==> config.mk <==
export PLATFORM = sky130hd
export DESIGN_NAME = ser_frame_tx_flat
export DESIGN_NICKNAME = d
export VERILOG_FILES = /design/src/rtl/ser_frame_pkg.sv /design/src/rtl/ser_frame_tx_if.sv /design/src/rtl/ser_bit_counter.sv /design/src/rtl/ser_frame_tx.sv /design/src/flat_wrapper.sv
export SDC_FILE = /design/constraint.sdc
export NUM_CORES = 1
export LEC_CHECK = 0
export CAP_MARGIN = 40
export CORE_MARGIN = 1.5
export CORE_UTILIZATION = 28
export DETAILED_ROUTE_END_ITERATION = 16
export PLACE_DENSITY = 0.53
export SKIP_CTS_REPAIR_TIMING = 1
export SLEW_MARGIN = 15
export SYNTH_ARGS = -nofsm -noshare
export SYNTH_HDL_FRONTEND = slang
export SYNTH_HIERARCHICAL = 1
export SYNTH_SLANG_ARGS = --single-unit
==> constraint.sdc <==
create_clock -name clk -period 4.65 [get_ports clk]
set_clock_uncertainty 0.2 [all_clocks]
set_input_delay 0.6975 -clock clk [delete_from_list [all_inputs] [get_ports clk]]
set_output_delay 0.6975 -clock clk [all_outputs]
set_load 0.02 [all_outputs]
==> src/rtl/ser_frame_pkg.sv <==
// Shared types and elaboration helpers for the serial frame transmitter.
// Holds the FSM state encoding and the width calculation for the shared
// bit/gap down-counter.
package ser_frame_pkg;

   typedef enum logic [1:0] {
      IDLE  = 2'd0,
      SHIFT = 2'd1,
      GAP   = 2'd2
   } ser_state_t;

   // The counter is shared between the bit count and the gap count, so it
   // must hold whichever of the two load values is larger.
   function automatic int cnt_width(input int width, input int gap);
      int span;
      span = (width + 1 > gap + 1) ? width + 1 : gap + 1;
      return (span < 2) ? 1 : $clog2(span);
   endfunction

endpackage

==> src/rtl/ser_frame_tx_if.sv <==
// Parallel word handshake between a word producer and ser_frame_tx.
// The producer (master) offers data_in and msb_first under in_valid.
// The transmitter (slave) answers with in_ready.
interface ser_frame_tx_if #(
   parameter int WIDTH = 8
) ();

   logic             in_valid;
   logic             in_ready;
   logic [WIDTH-1:0] data_in;
   logic             msb_first;

   modport master (
      output in_valid,
      output data_in,
      output msb_first,
      input  in_ready
   );

   modport slave (
      input  in_valid,
      input  data_in,
      input  msb_first,
      output in_ready
   );

endinterface

==> src/rtl/ser_bit_counter.sv <==
// Loadable down-counter with a zero flag.
// The transmitter uses one instance for both the frame bit count and the
// inter-frame gap count. Decrementing past zero is blocked, so the count
// cannot wrap even if dec is raised while zero is set.
module ser_bit_counter #(
   parameter int CW = 4
) (
   input  logic          clk,
   input  logic          rst_n,
   input  logic          load,
   input  logic [CW-1:0] load_val,
   input  logic          dec,
   output logic [CW-1:0] count,
   output logic          zero
);

   assign zero = (count == '0);

   // Load takes priority over decrement; hold otherwise.
   always_ff @(posedge clk or negedge rst_n) begin
      if (!rst_n) begin
         count <= '0;
      end else if (load) begin
         count <= load_val;
      end else if (dec && !zero) begin
         count <= count - 1'b1;
      end
   end

endmodule

==> src/rtl/ser_frame_tx.sv <==
// Parallel-in, serial-out frame transmitter.
// Accepts a WIDTH-bit word over a valid/ready handshake, streams it one bit
// per clock (MSB- or LSB-first), then idles for GAP_CYCLES before
// re-accepting. All outputs are registered.
// Build option: define SER_FRAME_PARITY_EN to append an even-parity bit
// after the data bits; frame_done then marks the parity bit.
module ser_frame_tx
   import ser_frame_pkg::*;
#(
   parameter int   WIDTH      = 8,
   parameter int   GAP_CYCLES = 2,
   parameter logic IDLE_LEVEL = 1'b1
) (
   input  logic                 clk,
   input  logic                 rst_n,
   ser_frame_tx_if.slave        bus,
   output logic                 ser_out,
   output logic                 ser_valid,
   output logic                 frame_start,
   output logic                 frame_done,
   output logic                 busy
);

   localparam int CW = cnt_width(WIDTH, GAP_CYCLES);

`ifdef SER_FRAME_PARITY_EN
   localparam int LAST_IDX = WIDTH;
`else
   localparam int LAST_IDX = WIDTH - 1;
`endif

   localparam int GAP_LAST = (GAP_CYCLES > 0) ? GAP_CYCLES - 1 : 0;

   localparam logic [CW-1:0] BIT_LOAD = LAST_IDX[CW-1:0];
   localparam logic [CW-1:0] GAP_LOAD = GAP_LAST[CW-1:0];
   localparam logic [CW-1:0] CNT_ONE  = {{(CW-1){1'b0}}, 1'b1};

   // A single-bit word would need frame_start and frame_done in the same
   // cycle, which the output timing does not support.
   generate
      if (WIDTH < 2) begin : g_bad_width
         $error("ser_frame_tx: WIDTH must be at least 2");
      end
   endgenerate

   ser_state_t       state_q;
   ser_state_t       state_nx;
   logic [WIDTH-1:0] word_q;
   logic [WIDTH-1:0] word_nx;
   logic             order_q;
   logic             order_nx;
   logic             in_ready_q;
   logic             in_ready_nx;
   logic             ser_out_nx;
   logic             ser_valid_nx;
   logic             frame_start_nx;
   logic             frame_done_nx;
   logic             busy_nx;
   logic             accept;
   logic             cnt_load;
   logic [CW-1:0]    cnt_load_val;
   logic             cnt_dec;
   logic [CW-1:0]    cnt;
   logic             cnt_zero;
`ifdef SER_FRAME_PARITY_EN
   logic             par_q;
   logic             par_nx;
`endif

   assign bus.in_ready = in_ready_q;
   assign accept       = (state_q == IDLE) && in_ready_q && bus.in_valid;

   ser_bit_counter #(
      .CW (CW)
   ) u_cnt (
      .clk      (clk),
      .rst_n    (rst_n),
      .load     (cnt_load),
      .load_val (cnt_load_val),
      .dec      (cnt_dec),
      .count    (cnt),
      .zero     (cnt_zero)
   );

   // State register for the IDLE/SHIFT/GAP sequencer.
   always_ff @(posedge clk or negedge rst_n) begin
      if (!rst_n) begin
         state_q <= IDLE;
      end else begin
         state_q <= state_nx;
      end
   end

   // Next-state and next-output decode. The first bit is registered at the
   // accept edge, so the word register holds only the bits still to send
   // and the counter holds how many of them remain after the current one.
   always_comb begin
      state_nx       = state_q;
      word_nx        = word_q;
      order_nx       = order_q;
      in_ready_nx    = 1'b0;
      ser_out_nx     = IDLE_LEVEL;
      ser_valid_nx   = 1'b0;
      frame_start_nx = 1'b0;
      frame_done_nx  = 1'b0;
      cnt_load       = 1'b0;
      cnt_load_val   = BIT_LOAD;
      cnt_dec        = 1'b0;
`ifdef SER_FRAME_PARITY_EN
      par_nx         = par_q;
`endif

      case (state_q)
         IDLE: begin
            if (accept) begin
               state_nx       = SHIFT;
               order_nx       = bus.msb_first;
               ser_valid_nx   = 1'b1;
               frame_start_nx = 1'b1;
               cnt_load       = 1'b1;
               cnt_load_val   = BIT_LOAD;
               if (bus.msb_first) begin
                  ser_out_nx = bus.data_in[WIDTH-1];
                  word_nx    = {bus.data_in[WIDTH-2:0], 1'b0};
               end else begin
                  ser_out_nx = bus.data_in[0];
                  word_nx    = {1'b0, bus.data_in[WIDTH-1:1]};
               end
`ifdef SER_FRAME_PARITY_EN
               par_nx = ^bus.data_in;
`endif
            end else begin
               in_ready_nx = 1'b1;
            end
         end

         SHIFT: begin
            if (!cnt_zero) begin
               cnt_dec       = 1'b1;
               ser_valid_nx  = 1'b1;
               frame_done_nx = (cnt == CNT_ONE);
               if (order_q) begin
                  ser_out_nx = word_q[WIDTH-1];
                  word_nx    = {word_q[WIDTH-2:0], 1'b0};
               end else begin
                  ser_out_nx = word_q[0];
                  word_nx    = {1'b0, word_q[WIDTH-1:1]};
               end
`ifdef SER_FRAME_PARITY_EN
               if (cnt == CNT_ONE) begin
                  ser_out_nx = par_q;
               end
`endif
            end else if (GAP_CYCLES == 0) begin
               state_nx    = IDLE;
               in_ready_nx = 1'b1;
            end else begin
               state_nx     = GAP;
               cnt_load     = 1'b1;
               cnt_load_val = GAP_LOAD;
            end
         end

         GAP: begin
            if (cnt_zero) begin
               state_nx    = IDLE;
               in_ready_nx = 1'b1;
            end else begin
               cnt_dec = 1'b1;
            end
         end

         default: begin
            state_nx = IDLE;
         end
      endcase

      busy_nx = (state_nx != IDLE);
   end

   // Registered outputs and datapath; reset drops everything to the idle
   // line level at once, discarding any partial frame.
   always_ff @(posedge clk or negedge rst_n) begin
      if (!rst_n) begin
         word_q      <= '0;
         order_q     <= 1'b0;
         in_ready_q  <= 1'b0;
         ser_out     <= IDLE_LEVEL;
         ser_valid   <= 1'b0;
         frame_start <= 1'b0;
         frame_done  <= 1'b0;
         busy        <= 1'b0;
      end else begin
         word_q      <= word_nx;
         order_q     <= order_nx;
         in_ready_q  <= in_ready_nx;
         ser_out     <= ser_out_nx;
         ser_valid   <= ser_valid_nx;
         frame_start <= frame_start_nx;
         frame_done  <= frame_done_nx;
         busy        <= busy_nx;
      end
   end

`ifdef SER_FRAME_PARITY_EN
   // Parity of the accepted word, sent as the final frame bit.
   always_ff @(posedge clk or negedge rst_n) begin
      if (!rst_n) begin
         par_q <= 1'b0;
      end else begin
         par_q <= par_nx;
      end
   end
`endif

endmodule

==> src/flat_wrapper.sv <==
// flat-port wrapper written by rule: the top's interface ports become plain ports
module ser_frame_tx_flat import ser_frame_pkg::*;
#(
   parameter int   WIDTH      = 8,
   parameter int   GAP_CYCLES = 2,
   parameter logic IDLE_LEVEL = 1'b1
)
  (clk, rst_n, ser_out, ser_valid, frame_start, frame_done, busy, bus_in_valid, bus_data_in, bus_msb_first, bus_in_ready);
  ser_frame_tx_if #(.WIDTH(WIDTH)) bus_i ();
  input  logic clk;
  input  logic rst_n;
  output logic ser_out;
  output logic ser_valid;
  output logic frame_start;
  output logic frame_done;
  output logic busy;
  input wire logic [$bits(bus_i.in_valid)-1:0] bus_in_valid;
  input wire logic [$bits(bus_i.data_in)-1:0] bus_data_in;
  input wire logic [$bits(bus_i.msb_first)-1:0] bus_msb_first;
  output wire logic [$bits(bus_i.in_ready)-1:0] bus_in_ready;
  assign bus_i.in_valid = bus_in_valid;
  assign bus_i.data_in = bus_data_in;
  assign bus_i.msb_first = bus_msb_first;
  assign bus_in_ready = bus_i.in_ready;
  ser_frame_tx #(.WIDTH(WIDTH), .GAP_CYCLES(GAP_CYCLES), .IDLE_LEVEL(IDLE_LEVEL)) u_core (.clk(clk), .rst_n(rst_n), .bus(bus_i), .ser_out(ser_out), .ser_valid(ser_valid), .frame_start(frame_start), .frame_done(frame_done), .busy(busy));
endmodule
; ---- After elaboration in Yosys (flattened, before gate mapping)
; Index checks and enable logic that the tools add are counted.
[totals]
output_inout_bits = 6
word_cells = 57
ff_bits = 21
in_bits = 12
[op_classes]
n_addsub = 1
reduce_logical = 12
muxes = 29
eq_ne = 5
[op_table]
columns = operator, count
row1 = 2-to-1 mux 8 bit, 4
row2 = one-hot mux 8 bit (2 select lines), 1
row3 = 2-to-1 mux 1 bit, 12
row4 = 2-to-1 mux 4 bit, 3
row5 = one-hot mux 1 bit (2 select lines), 4
row6 = 2-to-1 mux 2 bit, 3
row7 = one-hot mux 2 bit (3 select lines), 1
row8 = nonzero test 2 bit, 3
row9 = equality test 4 x 1 -> 1 bit (second input constant), 1
row10 = logical NOT 4 bit, 1
row11 = subtractor 4 x 1 -> 4 bit (second input constant), 1
row12 = logical AND 1 bit, 3
row13 = 2-to-1 mux 3 bit, 1
row14 = AND reduction 3 bit, 1
row15 = equality test 2 x 1 -> 1 bit (second input constant), 1
row16 = equality test 2 bit (second input constant), 1
row17 = logical NOT 2 bit, 1
row18 = != test 2 x 1 -> 1 bit (second input constant), 1
row19 = != test 2 bit (second input constant), 1
row20 = AND reduction 2 bit, 1
row21 = OR reduction 2 bit, 1
row22 = logical NOT 1 bit, 1

; ---- Logic depth before layout (Yosys ltp)
; Gate-level depths: netlist of run 1.
[depth]
word_depth = 6
depth_mapped = 9
mapped_depth_nobuf = 8

; ---- Modules after synthesis
; Netlist of run 1, hierarchy kept.
[modules_own_cells]
columns = module, area_each_um2, cells_per_inst, n_inst
row1 = ser_frame_tx, 989.7, 86, 1
row2 = ser_bit_counter, 270.3, 27, 1

; ---- Worst setup path after synthesis of run 1
; No wires, ideal clock.
[synth_timing]
path_kind = reg-to-reg
start = register u_core.u_cnt.count[0]
end = register u_core.u_cnt.count[1]
stages_incl_launch_ff = 10
n_path_buf = 1
period_less_slack_ns = 2.155
slack_ns = 2.495
t_arrival_ns = 1.875
cell_sequence = dfrtp_1 -> inv_1 -> ha_1 -> nor3b_2 -> and2_4 -> inv_1 -> nand2_1 -> buf_6 -> or4_1 -> o211ai_2
[synth_lines]
columns = item, line
row1 = from (decl), ser_bit_counter.sv:13  ; output logic [CW-1:0] count,
row2 = from (signal assigned), ser_bit_counter.sv:24  ; count <= load_val;
row3 = from (signal assigned), ser_bit_counter.sv:26  ; count <= count - 1'b1;
row4 = logical NOT 4 bit, ser_bit_counter.sv:17  ; assign zero = (count == '0);
row5 = named net u_core.cnt_zero, ser_frame_tx.sv:64  ; logic cnt_zero;
row6 = 2-to-1 mux 3 bit, ser_frame_tx.sv:138  ; if (!cnt_zero) begin
row7 = 2-to-1 mux 4 bit, n/a
row8 = named net u_core.cnt_load_val[1], ser_frame_tx.sv:61  ; logic [CW-1:0] cnt_load_val;
row9 = 2-to-1 mux 4 bit, ser_bit_counter.sv:23  ; end else if (load) begin
; The timed path passes the listed nets, and every way through them passes these cells. The select of a mux whose other input is x is not followed.
; A chain may end at the register's enable or synchronous reset.

; ---- Final worst setup path of run 1
[layout_timing]
start = register u_core.u_cnt.count[0]
end = register u_core.u_cnt.count[3]
[layout_lines]
columns = item, line
row1 = logical NOT 4 bit (*), ser_bit_counter.sv:17
row2 = named net u_core.cnt_zero, ser_frame_tx.sv:64
row3 = 2-to-1 mux 1 bit (*), ser_frame_tx.sv:138
row4 = one-hot mux 1 bit (2 select lines) (*), ser_frame_tx.sv:113  ; case (state_q)
row5 = named net u_core.cnt_load, ser_frame_tx.sv:60  ; logic cnt_load;
row6 = 2-to-1 mux 4 bit or nonzero test 2 bit (tied branches), n/a
; The timed path passes the listed nets; every way through them passes the cells marked *. The select of a mux whose other input is x is not followed.

==> flow_summary.yaml, run 1 <==
die:
  die_w_um: 70.1
  design.core.area_um2: 4350
  rows: 24
  die_h_um: 70.1
  initial_core_util: 0.289
  dieArea_um2: 4910
  ios: 18
logic_synthesis:
  synthArstFlopShare: 1.00
  synth_area_per_cell_um2: 11.2
  synth_cell_types: 37
  synth_seq_area_share: 0.418
  synth.most_common_cell: "dfrtp_1"
  ys_ff_latch: 21
  synth_ff_type: "dfrtp_1"
  synthTopCellsByCount: "20 x dfrtp_1, 18 x mux2i_1, 11 x mux2_2, 8 x inv_1, 7 x nand2_1"
  yosysWarnings: 6
  syn_nets: 130
  synthTopCellsByArea: "dfrtp_1 40%, mux2i_1 14%, mux2_2 9.8%"
  synth_edf_count: 0
  synthCells: 113
  syn_area_um2: 1260
  synth_largest_area_cell: "dfrtp_1"
  yosysTopAreaCellShare: 0.397
job:
  maxCapViolCount: 0
worst_setup_path:
  cp.required_ns: 4.59
  path_max_fanout: 10
  worstSetupStartpointType: "flop"
  path_cells: "inv_1 -> ha_1 -> nor3b_2 -> and2_4 -> inv_1 -> nand2_1 -> nor3_1 -> a221o_1"
  cp_slowest_cell: "nor3b_2"
  crit_type: "reg2reg"
  end_kind: "flop"
  slowest_delay_ns: 0.49
  cp.arrival_ns: 2.46
  crit_top_cell: "inv_1"
layout:
  final_nets: 149
  syn_to_final_growth_pct: 21.4
  antenna_cells: 0
  fin_cells: 183
  drive_gt1_frac: 0.176
  nFillCells: 434
place:
  place_congestion: 0.789
  dp_hpwl_mm: 1.90
  io_buffer_count: 17
  dp.cells: 179
timing:
  maxSlewViolCount: 0
  period_minus_slack_ns: 2.52
  setup_viol: 0
  finalCritPeriodShare: 0.541
  worst_pin_slew_ns: 0.687
  hold_viol: 0
  timing.fmax_mhz: 397
  rsz0062_at_grt: "false"
  finalSetupTns_ns: 0
  slew_headroom: 0.542
global_route:
  grt_pass1_vias: 886
  grt_usage: 0.109
  grt_max_degree: 17
  grt_pass1_wl_mm: 4.24
  grt_overflow_total: 0
  antenna_found_initial: 0
routing:
  viasPerCell: 4.73
  drt_iter0_markers: 18
  drtAntennaViolNets: 0
  wl_per_cell_um: 13.6
  vias: 866
  wirelength_mm: 2.48
  drtPass1Iterations: 4
  drc_errors: 0
cts:
  clkSinkCount: 21
  clkTransAtPathRegs_ns: 0.07
  clock-root-buffer: "clkbuf_8"
  htree_levels: 1
  cts_tree: "built"
  clock_latency_ns: 0.25
  cts_buffers: 3
  clockBufferDepth: 2
power:
  p_leak_nw: 0.681
  vdd_drop_max_uv: 334
  powerDensity_nw_per_um2: 675
min_path:
  hold_class: "reg2reg"
outcome:
  status: "complete, no violations"
-- critical path: cells and delay by family, from the launching register on --
family                   cells  cell delay [ns]
buffers and inverters        2             0.14
AND/OR/NAND/NOR              4             1.10
adder cells (fa/ha/maj)      1             0.20
AO/OA/AOI/OAI                1             0.33
flip-flops                   1             0.43
-- metrics by stage --
| stage | total power, mW | hold slack [ns] | util | area, µm² | setup WS, ns |
|---|---|---|---|---|---|
| floorplan | 0.788 | 0.202 | - | 1260 | 2.50 |
| global placement | 0.907 | 0.321 | 0.337 | 1470 | 2.17 |
| detailed placement | 0.925 | 0.315 | 0.341 | 1480 | 2.13 |
| CTS | 1.05 | 0.326 | 0.351 | 1530 | 2.11 |
| global route | 1.12 | 0.353 | 0.351 | 1530 | 1.91 |
| finish | 1.03 | 0.326 | 0.351 | 1530 | 2.13 |
-- final timing paths --
| path | from | to | slack, ns | cells after the start |
|---|---|---|---|---|
| setup / recovery | u_core/u_cnt/count[0]$_DFFE_PN0P_ | u_core/u_cnt/count[3]$_DFFE_PN0P_ | 2.13 | 8 |
| hold / removal | u_core/u_cnt/count[3]$_DFFE_PN0P_ | u_core/frame_done$_DFF_PN0_ | 0.33 | 1 |
| setup reg to reg | u_core/u_cnt/count[0]$_DFFE_PN0P_ | u_core/u_cnt/count[3]$_DFFE_PN0P_ | 2.13 | 8 |
| hold reg to reg | u_core/u_cnt/count[3]$_DFFE_PN0P_ | u_core/frame_done$_DFF_PN0_ | 0.33 | 1 |
| max in group asynchronous | rst_n | u_core/ser_out$_DFF_PN1_ | 3.14 | 2 |
| min in group asynchronous | rst_n | u_core/frame_start$_DFF_PN0_ | 0.57 | 1 |
-- sequential cells by signal (all words and copies together), names as in the netlist --
name	count
u_core/u_cnt/count	4
u_core/word_q	8
u_core/frame_done	1
u_core/bus.in_ready	1
u_core/state_q	2
u_core/ser_valid	1
u_core/frame_start	1
u_core/ser_out	1
u_core/busy	1
u_core/order_q	1
-- where the power goes --
| group | leakage (nW) | internal [mW] | switching [mW] |
|---|---|---|---|
| combinational | 0.402 | 0.291 | 0.266 |
| clock | 0.0228 | 0.0609 | 0.0551 |
| sequential | 0.256 | 0.275 | 0.0836 |
-- placed cells by master (no fill, tap or decap), types with 2 or more instances in the layout --
cell type and instances:
nand2_1 7, dfrtp_1 20, ha_1 5, nor2_1 4
conb_1 2, nor2b_1 2, mux2_2 11, clkdlybuf4s50_1 17
inv_1 8, mux2i_1 18, a21oi_1 2, clkbuf_8 3
nand2b_1 2, o21ai_0 3, nand3_1 2, nor3_1 2
-- kinds of logic after synthesis --
family                   share of synthesized area
multiplexers                                 0.241
AND/OR/NAND/NOR                              0.141
flip-flops                                   0.418
AO/OA/AOI/OAI                               0.0993
buffers and inverters                       0.0447
adder cells (fa/ha/maj)                     0.0497
other                                      0.00596
-- layer usage --
layer	wire (µm)	share of wire	up-vias	GRT usage
met3	132	0.053	2	0.0260
met2	1160	0.47	16	0.166
li1	-	-	435	-
met5	0	0	-	0
met4	12	0.0048	0	0.0449
met1	1170	0.47	413	0.149
-- area by class of cell --
type / instances / area (µm²) / share of cell area
timing repair buffer: 18 / 185 / 0.121
sequential: 21 / 527 / 0.345
tap: 52 / 65.1 / 0.0426
clock buffer: 4 / 45.0 / 0.0295
inverter: 8 / 30.0 / 0.0196
multi-input combinational: 80 / 677 / 0.443
(Power assumes the default switching activity.)
==> run 2: changes to the inputs <==
==> constraint.sdc (replaced) <==
create_clock -name clk -period 2.5 [get_ports clk]
set_clock_uncertainty 0.2 [all_clocks]
set_input_delay 0.375 -clock clk [delete_from_list [all_inputs] [get_ports clk]]
set_output_delay 0.375 -clock clk [all_outputs]
set_load 0.02 [all_outputs]
==> flow_summary.yaml, run 2 (same netlist as run 1, synthesis figures left out) <==
place:
  place_congestion: 0.877
  dp.cells: 181
  dp_hpwl_mm: 1.74
  io_buffer_count: 17
cts:
  htree_levels: 1
  clock_latency_ns: 0.25
  cts_tree: "built"
  cts_buffers: 3
  clockBufferDepth: 2
  clock-root-buffer: "clkbuf_8"
  clkTransAtPathRegs_ns: 0.07
  clkSinkCount: 21
die:
  ios: 18
  rows: 24
  die_w_um: 70.1
  die_h_um: 70.1
  design.core.area_um2: 4350
  dieArea_um2: 4910
  initial_core_util: 0.289
timing:
  fin_hold_ws_ns: 0.266
  maxSlewViolCount: 0
  period_minus_slack_ns: 2.28
  setup_viol: 0
  finalCritPeriodShare: 0.912
  timing.fmax_mhz: 439
  hold_viol: 0
  finalSetupTns_ns: 0
  rsz0062_at_grt: "false"
worst_setup_path:
  crit_type: "reg2reg"
  worstSetupStartpointType: "flop"
  end_kind: "flop"
  path_max_fanout: 10
  r2r_slack_ns: 0.22
  cp.arrival_ns: 2.25
  cp.required_ns: 2.47
layout:
  largest_reg_flops: 8
  syn_to_final_growth_pct: 22.4
  nFillCells: 432
  antenna_cells: 0
  multi_input_area_um2: 683
  top_register: "u_core/word_q"
  final_common_cell: "dfrtp_1"
  drive_gt1_frac: 0.188
  final_nets: 151
  reg_top3: "u_core/word_q: 8 flops, u_core/u_cnt/count: 4 flops, u_core/state_q: 2 flops"
  seq_area_um2: 527
  final_cell_mix: "20 x dfrtp_1, 18 x mux2i_1, 17 x clkdlybuf4s50_1, 11 x mux2_2, 8 x inv_1"
  fin_cells: 185
power:
  vdd_drop_max_uv: 557
  powerDensity_nw_per_um2: 1260
  p_leak_nw: 0.691
  finalPower_mw: 1.94
routing:
  drtPass1Iterations: 4
  vias: 867
  drc_errors: 0
  drt_iter0_markers: 33
  wirelength_mm: 2.33
  viasPerCell: 4.69
  wl_per_cell_um: 12.6
  drtAntennaViolNets: 0
min_path:
  hold_class: "in2async"
global_route:
  antenna_found_initial: 0
  grt_usage: 0.104
  grt_pass1_vias: 892
  grt_overflow_total: 0
  grt_pass1_wl_mm: 4.15
  grt_max_degree: 22
job:
  maxCapViolCount: 0
outcome:
  status: "complete, no violations"
## run 2: cell count changes in the layout (fill, tap and decap cells not counted), sizes merged
cell	previous run	this run
buf	1	3
## run 2: power breakdown
part / total [mW] / switching, mW / internal (mW)
Clock: 0.214 / 0.101 / 0.113
Combinational: 1.06 / 0.495 / 0.565
Sequential: 0.670 / 0.159 / 0.511
Total: 1.94 / 0.755 / 1.19
## run 2: worst paths after layout
check,end,cells after the start,startpoint
max,u_core/u_cnt/count[1]$_DFFE_PN0P_,8,u_core/u_cnt/count[0]$_DFFE_PN0P_
min,u_core/order_q$_DFFE_PN0P_,2,rst_n
max reg2reg,u_core/u_cnt/count[1]$_DFFE_PN0P_,8,u_core/u_cnt/count[0]$_DFFE_PN0P_
min reg2reg,u_core/word_q[2]$_DFFE_PN0P_,1,u_core/word_q[2]$_DFFE_PN0P_
max in group asynchronous,u_core/ser_out$_DFF_PN1_,2,rst_n
min in group clk,u_core/word_q[2]$_DFFE_PN0P_,1,u_core/word_q[2]$_DFFE_PN0P_
## run 2: stage by stage
| stage | setup slack [ns] | cell area [µm²] | util |
|---|---|---|---|
| floorplan | 0.345 | 1260 | - |
| finish | 0.221 | 1540 | 0.354 |
| detailed placement | 0.154 | 1490 | 0.343 |
| global placement | 0.245 | 1490 | 0.343 |
| CTS | 0.161 | 1540 | 0.353 |
| global route | 0.0734 | 1540 | 0.354 |
## run 2: critical path, stage by stage, from the launching register on
cell and delay (ns):
dfrtp_1 0.43, inv_1 0.07, ha_1 0.23, nor3b_4 0.19
and2_4 0.17, inv_1 0.09, nand2_1 0.15, or4_1 0.58
o211ai_2 0.09
## run 2: cell type report
cell class              count  share of cell area
multi-input cells          80               0.443
repair buffers             20               0.125
well taps                  52              0.0422
inverters                   8              0.0195
clock buffers               4              0.0292
flip-flops and latches     21               0.341
## run 2: layer usage
layer  wire (µm)  global-route usage
met1        1160               0.137
met2        1070               0.167
met3          99              0.0260
met4           0              0.0321
met5           0                   0
